`config.mk`:
```
export PLATFORM = sky130hd
export DESIGN_NAME = pipelined_cla_adder
export DESIGN_NICKNAME = d
export VERILOG_FILES = /design/src/rtl/cla_pkg.sv /design/src/rtl/cla_group.sv /design/src/rtl/pipelined_cla_adder.sv
export SDC_FILE = /design/constraint.sdc
export NUM_CORES = 1
export LEC_CHECK = 0
export ABC_AREA = 0
export ABC_CLOCK_PERIOD_IN_PS = 3400
export BUFFER_PORTS_ARGS = -buffer_cell sky130_fd_sc_hd__buf_2
export CAP_MARGIN = 15
export CORE_MARGIN = 2
export CORE_UTILIZATION = 25
export DETAILED_ROUTE_END_ITERATION = 7
export MAX_ROUTING_LAYER = met4
export PLACE_DENSITY_LB_ADDON = 0.2
export SLEW_MARGIN = 20
export SYNTH_ARGS = -nofsm -noshare
export SYNTH_HDL_FRONTEND = slang
export SYNTH_SLANG_ARGS = --single-unit
```
`constraint.sdc`:
```
create_clock -name clk -period 3.4 [get_ports clk]
set_input_delay 0.51 -clock clk [delete_from_list [all_inputs] [get_ports clk]]
set_output_delay 0.51 -clock clk [all_outputs]
set_load 0.01 [all_outputs]
```
`src/rtl/cla_pkg.sv`:
```
// rtl/cla_pkg.sv - shared parameters and lookahead helpers for the pipelined CLA adder
package cla_pkg;

  localparam int GROUP_DEFAULT = 4;
  localparam int MAX_GROUP     = 32;

  // Width of the slice each pipeline stage adds
  function automatic int slice_width(input int width, input int stages);
    return width / stages;
  endfunction

  // Fold per-bit generate/propagate (LSB first) into the group pair {G, P}
  function automatic logic [1:0] group_gp(input logic [MAX_GROUP-1:0] g,
                                          input logic [MAX_GROUP-1:0] p,
                                          input int n);
    logic gg;
    logic pp;
    gg = 1'b0;
    pp = 1'b1;
    for (int i = 0; i < MAX_GROUP; i++) begin
      if (i < n) begin
        gg = g[i] | (p[i] & gg);
        pp = pp & p[i];
      end
    end
    return {gg, pp};
  endfunction

endpackage

```
`src/rtl/cla_group.sv`:
```
// rtl/cla_group.sv - combinational GROUP-bit carry-lookahead cell
module cla_group
  import cla_pkg::*;
#(
  parameter int GROUP = GROUP_DEFAULT
) (
  input  logic [GROUP-1:0] a,
  input  logic [GROUP-1:0] b,
  input  logic             c,
  output logic [GROUP-1:0] s,
  output logic             g_out,
  output logic             p_out
);

  logic [GROUP-1:0]     g;
  logic [GROUP-1:0]     p;
  logic [MAX_GROUP-1:0] g_ext;
  logic [MAX_GROUP-1:0] p_ext;
  logic [1:0]           gp;

  assign g     = a & b;
  assign p     = a ^ b;
  assign g_ext = MAX_GROUP'(g);
  assign p_ext = MAX_GROUP'(p);
  assign gp    = group_gp(g_ext, p_ext, GROUP);
  assign g_out = gp[1];
  assign p_out = gp[0];

  // Sum bits from the lookahead carry into each bit position
  always_comb begin
    logic carry;
    carry = c;
    s     = '0;
    for (int i = 0; i < GROUP; i++) begin
      s[i]  = p[i] ^ carry;
      carry = g[i] | (p[i] & carry);
    end
  end

endmodule

```
`src/rtl/pipelined_cla_adder.sv`:
```
// rtl/pipelined_cla_adder.sv - pipelined carry-lookahead adder/subtractor with valid/ready
module pipelined_cla_adder
  import cla_pkg::*;
#(
  parameter int WIDTH  = 64,
  parameter int STAGES = 4,
  parameter int GROUP  = GROUP_DEFAULT
) (
  input  logic             clk,
  input  logic             rst,
  input  logic             in_valid,
  output logic             in_ready,
  input  logic [WIDTH-1:0] a,
  input  logic [WIDTH-1:0] b,
  input  logic             cin,
  input  logic             sub,
  output logic             out_valid,
  input  logic             out_ready,
  output logic [WIDTH-1:0] sum,
  output logic             cout,
  output logic             ovf
);

  localparam int S  = slice_width(WIDTH, STAGES);
  localparam int NG = S / GROUP;

  logic [WIDTH-1:0] bb_in;
  logic             c0_in;
  logic [STAGES:0]  ready;

  assign bb_in         = sub ? ~b : b;
  assign c0_in         = cin ^ sub;
  assign ready[STAGES] = out_ready;
  assign in_ready      = !rst && ready[0];

  for (genvar k = 0; k < STAGES; k++) begin : g_stage
    localparam int OPW = WIDTH - k * S;   // operand bits from this slice upward
    localparam int SW  = (k + 1) * S;     // result bits settled once this stage loads

    logic           v_in;
    logic [OPW-1:0] op_a;
    logic [OPW-1:0] op_b;
    logic           c_in;
    logic [SW-1:0]  sum_new;
    logic [S-1:0]   s_slice;
    logic           c_slice;
    logic           load;
    logic [NG-1:0]  grp_g;
    logic [NG-1:0]  grp_p;
    logic [NG-1:0]  grp_c;
    logic           v_q, v_d;
    logic [SW-1:0]  sum_q, sum_d;
    logic           c_q, c_d;

    if (k == 0) begin : g_src
      assign v_in    = in_valid;
      assign op_a    = a;
      assign op_b    = bb_in;
      assign c_in    = c0_in;
      assign sum_new = s_slice;
    end else begin : g_src
      assign v_in    = g_stage[k-1].v_q;
      assign op_a    = g_stage[k-1].g_skew.a_q;
      assign op_b    = g_stage[k-1].g_skew.bb_q;
      assign c_in    = g_stage[k-1].c_q;
      assign sum_new = {s_slice, g_stage[k-1].sum_q};
    end

    assign ready[k] = !v_q || ready[k+1];
    assign load     = ready[k] && v_in;

    for (genvar j = 0; j < NG; j++) begin : g_grp
      cla_group #(.GROUP(GROUP)) u_grp (
        .a     (op_a[j*GROUP +: GROUP]),
        .b     (op_b[j*GROUP +: GROUP]),
        .c     (grp_c[j]),
        .s     (s_slice[j*GROUP +: GROUP]),
        .g_out (grp_g[j]),
        .p_out (grp_p[j])
      );
    end

    // Second-level lookahead: carry into each group from the group G/P pairs
    always_comb begin
      logic carry;
      carry = c_in;
      grp_c = '0;
      for (int j = 0; j < NG; j++) begin
        grp_c[j] = carry;
        carry    = grp_g[j] | (grp_p[j] & carry);
      end
      c_slice = carry;
    end

    // Advance when the downstream slot frees up; data only moves with a valid beat
    always_comb begin
      v_d   = ready[k] ? v_in : v_q;
      sum_d = load ? sum_new : sum_q;
      c_d   = load ? c_slice : c_q;
    end

    // Stage valid, settled sum bits and slice carry-out
    always_ff @(posedge clk) begin
      if (rst) begin
        v_q   <= 1'b0;
        sum_q <= '0;
        c_q   <= 1'b0;
      end else begin
        v_q   <= v_d;
        sum_q <= sum_d;
        c_q   <= c_d;
      end
    end

    if (k < STAGES - 1) begin : g_skew
      logic [OPW-S-1:0] a_q, a_d;
      logic [OPW-S-1:0] bb_q, bb_d;

      // Operand bits for the slices still to be added ride along with the beat
      always_comb begin
        a_d  = load ? op_a[OPW-1:S] : a_q;
        bb_d = load ? op_b[OPW-1:S] : bb_q;
      end

      // Operand skew registers
      always_ff @(posedge clk) begin
        if (rst) begin
          a_q  <= '0;
          bb_q <= '0;
        end else begin
          a_q  <= a_d;
          bb_q <= bb_d;
        end
      end
    end

    if (k == STAGES - 1) begin : g_ovf
      logic ovf_q, ovf_d;

      // Signed overflow: operands agree in sign but the result does not
      always_comb begin
        ovf_d = load ? ((op_a[S-1] == op_b[S-1]) && (s_slice[S-1] != op_a[S-1])) : ovf_q;
      end

      // Overflow flag travels with the final stage
      always_ff @(posedge clk) begin
        if (rst) begin
          ovf_q <= 1'b0;
        end else begin
          ovf_q <= ovf_d;
        end
      end
    end
  end

  assign out_valid = g_stage[STAGES-1].v_q;
  assign sum       = g_stage[STAGES-1].sum_q;
  assign cout      = g_stage[STAGES-1].c_q;
  assign ovf       = g_stage[STAGES-1].g_ovf.ovf_q;

endmodule

```
==> results.md <==
* Syn Area/Cell at 8.44 µm²
* Hold slack at 0.188 ns
* YS warnings at 0
* CP startpoint: g_stage[1].g_skew.bb_q[1]$_SDFFE_PP0P_
* Filler cells at 6552
* Routability Congestion at 0.829
* F_max at 0.310 GHz
* Final Hold Fails at 0
* Root Driver: clkbuf_16
* Pwr Density at 527 nW/µm²
* # placed instances at 2734
* Finished Layout Cells at 2812
* R2r setup slk at 0.17 ns
* Clock skew at 0.00993 ns
* Share of cells above drive strength 1 at 16.6%
* # clock sinks at 361
* Hold Path End: g_stage[0].g_skew.a_q[4]$_SDFFE_PP0P_
* Worst Tran Pin Value at 0.712 ns
* Largest net degree at the start of global routing at 96
* Max clock buf depth at 3
* Crit path largest cell delay at 0.53 ns
* Prevailing post-synth register cell: dfxtp_1
* Seq/Total Area, Yosys at 46.8%
* Commonest cells after routing, fill and taps aside: nand2_1, dfxtp_1, a21oi_1
* CP max-delay cell: fa_2
* Reg-to-reg startpoint: g_stage[1].g_skew.bb_q[1]$_SDFFE_PP0P_
* Arrival time at the worst endpoint at 3.72 ns
* Final setup fails at 0
* Clk network pwr share at 45.8%
* Synth Net Count at 2075
* Worst reg-to-reg path cell count at 10
* Minimum clock period at 3.23 ns
* Worst Hold Depth at 3
* Buf+Inv Stages, Crit Path at 0
* Via count at 12.4k
* Port Buf Inserts at 201
* R2r endpoint: g_stage[2].sum_q[46]$_SDFFE_PP0P_
* Most common cell after layout, fill and taps aside: nand2_1
* Setup TNS at 0 ns
* Hold buffers post-CTS at 0
* Clk slew on worst S/H paths at 0.06 ns
* First-pass GRT wire length at 68300 µm
* Starting DRT DRC Count at 501
* Site row count at 91
* RSZ-0062 raised after global routing: false
* Number of buffers inserted during clock tree synthesis at 42
* Global-route usage over all layers at 13.8%
* VDD IR max at 0.302 mV
* Post-route cell area at 18800 µm²
* Area share of the largest cell type after synthesis at 46.8%
* Synth unique cells at 39
* Crit-path most repeated cell: fa_2
* P&R area growth vs syn at 22.0%
* Drt pass-1 iters at 4
* Max_slew headroom at 52.6%
* Core Area at 61400 µm²
* Vias in the first global route at 12.5k
* Sequential Power Share at 45.2%
* Die Width at 252 µm
* Final core utilization at 30.7%
* Max cap viols at 0
* Starting density of the core at 25.2%
* Worst EP required at 3.89 ns
* WL/cell at 15.1 µm
* Total grt overflow at 0
* Worst-Skew Late Latency at 0.56 ns
* Hold/Removal Path Class: input port to flop
* Fin. max-slew vios at 0
* Die Area at 63800 µm²
* Layout Nets at 2238
* I/O pins at 202
* Top delay family on crit path: adder cells
* Critical path launch point type: flop
* Sw Pwr at 2.43 mW
* Dpl cell area at 17400 µm²
* Internal at 7.50 mW
* Post-DRT Antenna Nets at 0
* Cell Area, Synth at 15400 µm²
* Yosys reg bits at 361
* Sw Share at 24.5%
* Post-DR vias/cell at 4.41
* Cell count after synthesis at 1829
* Run status: finished clean
* H-tree levels at 2
* Leakage at 7.51 nW
* Period utilization at 95.0%
* Post-synth EDFFs at 0
* N_diodes at 0
* Die H at 252 µm
* CP cell instances: ha_1 -> a211oi_1 -> o22ai_1 -> o21a_1 -> a221o_1 -> fa_2 -> fa_2 -> fa_2 -> nand2_1 -> a21oi_1
* Combinational cell fraction of total power at 9.0%
* HPWL after DPL at 29000 µm
* Cell accounting for the most synthesized area: dfxtp_1
* Hold path start: a[20]
* Post-synth ARST share at 0%
* DRC violation count after routing at 0
* Worst setup EP type: flop
* Leading post-synthesis cells by cell area: dfxtp_1, nand2_1, a21oi_1
* TritonCTS clock tree: yes
* WS Path Type: flop to flop
* Initial antenna violation count at 0
* Total wire length at 42600 µm
* Critical path peak fanout at 3
cell type report:
cell class | instances | area (µm²) | share of cell area (%)
multi-input cells | 1296 | 7640 | 40.5
clock inverters | 12 | 110 | 0.584
inverters | 46 | 173 | 0.917
repair buffers | 245 | 1420 | 7.56
flip-flops and latches | 361 | 7230 | 38.4
clock buffers | 62 | 1280 | 6.79
well taps | 790 | 988 | 5.25
worst register-to-register path: cells and delay by family (launching register included):
kind,cells,cell delay [ns]
AND/OR/NAND/NOR,1,0.05
flip-flops,1,0.34
adder cells (fa/ha/maj),4,1.62
AO/OA/AOI/OAI,5,1.17
how the worst max path moves through the flow:
stage | end | depth (start not counted)
2_1_floorplan | g_stage[0].sum_q[14]$_SDFFE_PP0P_ | 13
3_3_place_gp | g_stage[0].sum_q[14]$_SDFFE_PP0P_ | 12
3_5_place_dp | g_stage[0].sum_q[14]$_SDFFE_PP0P_ | 12
4_1_cts | ovf$_SDFFE_PP0P_ | 13
5_1_grt | ovf$_SDFFE_PP0P_ | 13
6_report | g_stage[2].sum_q[46]$_SDFFE_PP0P_ | 10
repair_timing:
action / CTS / global route
setup endpoints to repair: 2 / 5
pin swaps: 1 / 12
setup buffers: 1 / 3
gates resized for setup: 3 / 11
metal layers:
layer	share of wire [%]	track usage [%]	vias to the layer above
met5	0	-	-
met4	2.0	3.62	0
met3	3.6	2.34	57
met2	46	22.5	176
met1	48	17.7	5804
li1	-	-	6368
cell usage after synthesis (10+ instances only):
master	count
a211oi_1	79
a21oi_1	299
clkbuf_1	76
nand2_1	566
o21ai_0	13
dfxtp_1	361
a21o_1	10
ha_1	64
fa_1	48
xor2_1	17
inv_1	46
buf_2	41
xnor2_1	65
nor2_1	89
state kept, by name (all words and copies together) (netlist names):
| signal | flops |
|---|---|
| ovf | 1 |
| g_stage.v_q | 3 |
| g_stage.g_skew.a_q | 96 |
| g_stage.sum_q | 96 |
| g_stage.g_skew.bb_q | 96 |
| cout | 1 |
| out_valid | 1 |
| sum | 64 |
| g_stage.c_q | 3 |
power groups by stage:
stage	Clock (mW)	Sequential (mW)	Combinational, mW
floorplan	0	4.56	0.593
global placement	0	4.59	0.902
detailed placement	0	4.59	0.912
CTS	4.72	4.50	0.916
global route	4.88	4.52	1.02
finish	4.55	4.50	0.893
cells by family (layout without fill, tap and decap cells):
kind of cell             count (synthesis)  count (layout)  synth area share (%)
AO/OA/AOI/OAI                          421             421                  15.5
XOR/XNOR                                82              82                  4.65
adder cells (fa/ha/maj)                112             112                  11.4
buffers and inverters                  172             365                  4.51
flip-flops                             361             361                  46.8
AND/OR/NAND/NOR                        681             681                  17.1
through the flow:
stage	power (mW)	worst slack [ns]
6_report	9.94	0.171
3_3_place_gp	5.49	-0.107
4_1_cts	10.1	0.00841
5_1_grt	10.4	0.00441
2_1_floorplan	5.15	-0.00576
3_5_place_dp	5.50	-0.0629
Power figures use the tool's default switching activity.
